$ cat src/rtl/dmem_pkg.sv
// dmem_pkg: shared constants and state encoding for the data-memory block mover
package dmem_pkg;
  localparam logic [3:0] SM_WORD = 4'b0010;
  localparam logic MODE_COPY = 1'b0;
  localparam logic MODE_FILL = 1'b1;
  typedef enum logic [2:0] {
    IDLE    = 3'd0,
    RD_REQ  = 3'd1,
    RD_WAIT = 3'd2,
    WR_REQ  = 3'd3,
    WR_WAIT = 3'd4,
    DONE    = 3'd5
  } state_e;
endpackage

$ cat src/rtl/dmem_stall_timer.sv
// dmem_stall_timer: counts consecutive stalled wait cycles and flags the last allowed one
module dmem_stall_timer #(
  parameter int STALL_TIMEOUT = 255
) (
  input  logic clk,
  input  logic rst_n,
  input  logic clr,
  input  logic en,
  output logic expired
);
  localparam int W = $clog2(STALL_TIMEOUT + 1);
  logic [W-1:0] cnt;
  assign expired = en && cnt == W'(STALL_TIMEOUT - 1);
  // consecutive stall count, restarted whenever the memory is not stalling a wait cycle
  always_ff @(posedge clk) begin
    if (!rst_n || clr) cnt <= '0;
    else if (en) cnt <= cnt + W'(1);
  end
endmodule

$ cat src/rtl/dmem_block_mover.sv
// dmem_block_mover: word COPY/FILL engine driving the data-memory port
module dmem_block_mover import dmem_pkg::*; #(
  parameter int ADDR_W        = 32,
  parameter int LEN_W         = 16,
  parameter int STALL_TIMEOUT = 255
) (
  input  logic              clk,
  input  logic              rst_n,
  input  logic              start,
  input  logic              cfg_mode,
  input  logic [ADDR_W-1:0] cfg_src,
  input  logic [ADDR_W-1:0] cfg_dst,
  input  logic [LEN_W-1:0]  cfg_len,
  input  logic [31:0]       cfg_fill,
  output logic              busy,
  output logic              done,
  output logic              err,
  output logic [ADDR_W-1:0] mem_addr,
  output logic [31:0]       mem_wdata,
  output logic              mem_read,
  output logic              mem_write,
  output logic [3:0]        mem_sign_mask,
  input  logic [31:0]       mem_rdata,
  input  logic              mem_stall
);
  state_e            state;
  logic              mode;
  logic [ADDR_W-1:0] src, dst;
  logic [LEN_W-1:0]  rem;
  logic [31:0]       fill, data;
  logic              wt, stalled, expired, bad;
  assign mem_read      = state == RD_REQ || state == RD_WAIT;
  assign mem_write     = state == WR_REQ || state == WR_WAIT;
  assign wt            = state == RD_WAIT || state == WR_WAIT;
  assign stalled       = wt && mem_stall;
  assign busy          = mem_read || mem_write;
  assign done          = state == DONE;
  assign mem_addr      = mem_read ? src : mem_write ? dst : '0;
  assign mem_wdata     = mem_write ? (mode == MODE_FILL ? fill : data) : '0;
  assign mem_sign_mask = busy ? SM_WORD : 4'b0000;
  assign bad           = cfg_dst[1:0] != 2'b00 || (cfg_mode == MODE_COPY && cfg_src[1:0] != 2'b00);
  dmem_stall_timer #(.STALL_TIMEOUT(STALL_TIMEOUT)) u_timer (
    .clk     (clk),
    .rst_n   (rst_n),
    .clr     (!stalled),
    .en      (stalled),
    .expired (expired)
  );
  // transfer sequencing: latch config on start, step read/write accesses, finish via DONE
  always_ff @(posedge clk) begin
    if (!rst_n) begin
      state <= IDLE;
      err   <= 1'b0;
      mode  <= 1'b0;
      src   <= '0;
      dst   <= '0;
      rem   <= '0;
      fill  <= '0;
      data  <= '0;
    end else begin
      case (state)
        IDLE: if (start) begin
          mode  <= cfg_mode;
          src   <= {cfg_src[ADDR_W-1:2], 2'b00};
          dst   <= {cfg_dst[ADDR_W-1:2], 2'b00};
          rem   <= cfg_len;
          fill  <= cfg_fill;
          err   <= bad;
          state <= (bad || cfg_len == '0) ? DONE : cfg_mode == MODE_FILL ? WR_REQ : RD_REQ;
        end
        RD_REQ: state <= RD_WAIT;
        RD_WAIT: if (expired) begin
          err   <= 1'b1;
          state <= DONE;
        end else if (!mem_stall) begin
          data  <= mem_rdata;
          state <= WR_REQ;
        end
        WR_REQ: state <= WR_WAIT;
        WR_WAIT: if (expired) begin
          err   <= 1'b1;
          state <= DONE;
        end else if (!mem_stall) begin
          src   <= src + ADDR_W'(4);
          dst   <= dst + ADDR_W'(4);
          rem   <= rem - LEN_W'(1);
          state <= rem == LEN_W'(1) ? DONE : mode == MODE_FILL ? WR_REQ : RD_REQ;
        end
        default: state <= IDLE;
      endcase
    end
  end
endmodule

$ cat config.mk
export PLATFORM = sky130hd
export DESIGN_NAME = dmem_block_mover
export DESIGN_NICKNAME = d
export VERILOG_FILES = /design/src/rtl/dmem_pkg.sv /design/src/rtl/dmem_stall_timer.sv /design/src/rtl/dmem_block_mover.sv
export SDC_FILE = /design/constraint.sdc
export NUM_CORES = 1
export LEC_CHECK = 0
export CORE_MARGIN = 10
export CORE_UTILIZATION = 45
export DETAILED_ROUTE_END_ITERATION = 8
export GPL_ROUTABILITY_DRIVEN = 1
export PLACE_DENSITY = 0.75
export REMOVE_ABC_BUFFERS = 1
export SYNTH_ARGS = -nofsm -noshare
export SYNTH_HDL_FRONTEND = slang
export SYNTH_SLANG_ARGS = --single-unit
$ cat constraint.sdc
create_clock -name clk -period 2.9 [get_ports clk]
set_input_delay 0.29 -clock clk [delete_from_list [all_inputs] [get_ports clk]]
set_output_delay 0.29 -clock clk [all_outputs]
set_load 0.05 [all_outputs]
==> results.yml <==
run:
  cap_viol_max_count: 0
pwr:
  p_leak_uw: 0.00423
  irDropWorstVdd_v: 0.000720
  p_per_area_mw_per_mm2: 957
  p_seq_share_pct: 30.9
  p_int_uw: 5880
  sw_frac_of_total_pct: 46.2
  clock_power_share_pct: 20.9
  combPwrFrac_pct: 48.2
  p_sw_uw: 5040
  total_power_uw: 10900
synthesis:
  ys.warnings.count: 0
  syn_area_per_cell_um2: 7.49
  syn_area_mm2: 0.00863
  synth_edf_count: 0
  synthCells: 1153
  synth-seq-area-share_pct: 35.5
  async_flop_share_pct: 0
  synth_flop_cell: "dfxtp_1"
  ys_types: 80
  ys_seq_elements: 153
sta:
  finalClockSkew_ps: 15.6
  setup-tns-final_ps: 0
  fin_ws_ps: 232
  finalCriticalPeriod_ps: 2670
  hold_slack_ps: 389
  grt_setup_unrepaired: "no"
  slew_headroom_pct: 46.3
  period_share_pct: 92.0
  worst_pin_slew_ps: 797
  finalSetupViolCount: 0
  final_hold_viol_count: 0
  clock.fmax_ghz: 0.375
  maxSlewViolCount: 0
run_status:
  status: "complete, no violations"
routing:
  drc_errors: 0
  drt_iter0_drc: 692
  first_pass_iters: 5
  wire_per_inst_um: 19.3
  antenna_left: 0
  wl_um: 30300
  vias_per_cell: 5.96
  vias: 9346
global_routing:
  globalRouteTotalUtil_pct: 23.3
  grt-ovfl-total: 0
  grt_start_max_net_pins: 105
  grt_antenna_before_repair: 2
  grt_pass1_vias: 8579
  grt_pass1_wl_um: 47100
clocking:
  tritoncts: "built"
  cts_buffers: 17
  htreeDepth: 4
  cts.path.max_buffers: 2
  post_cts_buffers: 0
  clock_latency_ps: 430
  root_buffer: "clkbuf_16"
  cts.sinks: 153
  path_clk_slew_ps: 60
setup_path:
  worstRegToRegCells: 5
  rr_startpoint: "dst[3]"
  path_class: "reg -> out"
  reg2reg_setup_slack_ps: 510
  end_kind: "primary output"
  arrival_ps: 2380
  reg2reg_to: "dst[22]"
  crit_required_ps: 2610
  cp_max_fo: 27
  start_kind: "flop"
placement:
  gp_congestion: 0.918
  dp_cells: 1535
  dp_slack_ps: 277
  port_buffers: 216
  hpwl_um: 21400
floorplan:
  die-area_mm2: 0.0251
  start_util_pct: 46.0
  rows: 50
  dieWidth_um: 159
  die_h_um: 159
  core_area_mm2: 0.0188
  io_pins: 222
finish:
  multiInputGateArea_mm2: 0.00513
  layoutNonFillerInstCount: 1569
  area_growth_pct: 32.2
  fill_cells: 1693
  nNetsFinal: 1475
  final_common_cell: "nand2_1"
  final_layout_size_suffix_gt1_share_pct: 11.6
  seq_area_mm2: 0.00306
  mostFrequentLayoutCells: "nand2_1, dfxtp_1, clkdlybuf4s50_1"
hold_path:
  min_from: "rst_n"
  min_path_cells: 3
  holdPathEnd: "rem[2]"
  min_path_type: "in -> reg"
[Yosys cell counts, types with 7 or more instances]
cell type    n  area share, %
a22o_1      33            3.3
mux2i_1     36            4.2
nand2_1    218            9.5
a31oi_1     11           0.80
inv_1       15           0.65
nand4_1     20            1.4
nor3_1      19            1.1
o31ai_1      9           0.78
nor4_1      15            1.1
clkbuf_1    57            2.5
buf_4        7           0.61
and2_1      11           0.80
and3_1      16            1.2
a311oi_1     9           0.91
and4_1       8           0.81
o21a_1       7           0.61
a21oi_1    117            6.8
a211oi_1    10           0.87
nor2_1     110            4.8
o21ai_0     61            3.5
nand3_1     43            2.5
dfxtp_1    153             35
buf_2       25            1.4
[layout make-up]
| cell class | count | area share [%] |
|---|---|---|
| Sequential cell | 153 | 26.9 |
| Clock buffer | 21 | 4.12 |
| Tap cell | 234 | 2.57 |
| Multi-Input combinational cell | 891 | 44.9 |
| Inverter | 16 | 0.548 |
| Clock inverter | 11 | 1.17 |
| Timing Repair Buffer | 241 | 19.8 |
| Antenna cell | 2 | 0.0439 |
[layer usage]
metal | share of wire (%) | global-route usage [%] | up-vias
met3 | 9.2 | 5.45 | 43
met1 | 43 | 30.7 | 4389
met2 | 45 | 36.2 | 407
li1 | - | - | 4507
met5 | 0 | 0 | -
met4 | 2.4 | 8.82 | 0
[per-stage QoR]
stage | util (%) | cell area (um2)
floorplan | - | 8220
global placement | 57.5 | 10800
detailed placement | 57.5 | 10800
CTS | 60.8 | 11400
global route | 60.8 | 11400
finish | 60.8 | 11400
[worst max-delay path, cell delays in order, from the launching register on]
cell and delay [ps]:
dfxtp_1 590, or3b_4 230, o21a_1 200, clkinv_2 400, a22o_1 330, buf_4 190
[state kept, by name, summed over array words and instances, names as in the netlist]
register	cells
data	32
dst	30
err	1
fill	32
mode	1
rem	16
src	30
state	3
u_timer.cnt	8
[power groups by stage]
stage,Combinational [uW],Sequential [uW],Clock [uW]
after floorplan,3450,3190,0
after global placement,5120,3380,0
after detailed placement,5200,3390,0
after CTS,5230,3350,2320
after global routing,5710,3450,2410
final,5260,3380,2280
[how the worst max path moves through the flow]
stage | cells after the start | start | endpoint
2_1_floorplan | 4 | state[1] | mem_addr[10]
3_3_place_gp | 5 | state[0] | mem_addr[19]
3_5_place_dp | 5 | state[0] | mem_addr[10]
4_1_cts | 5 | state[0] | mem_addr[27]
5_1_grt | 5 | state[0] | mem_addr[27]
6_report | 5 | state[0] | mem_addr[17]
[logic make-up (layout without fill, tap and decap cells)]
family                   count (synthesis)  count (layout)  synth area share (%)
multiplexers                            37              37                  4.30
AO/OA/AOI/OAI                          333             333                  25.2
buffers and inverters                  113             289                  5.62
AND/OR/NAND/NOR                        502             502                  27.7
XOR/XNOR                                 8               8                 0.812
other                                    1               7                0.0434
flip-flops                             153             153                  35.5
adder cells (fa/ha/maj)                  6               6                 0.870
[repair_timing]
item / 4_1_cts / 5_1_grt
hold buffers: 0 / 0
endpoints found under the setup margin: 27 / 0
gates resized for setup: 1 / 0
No activity file was read; power rests on OpenSTA's default activity.
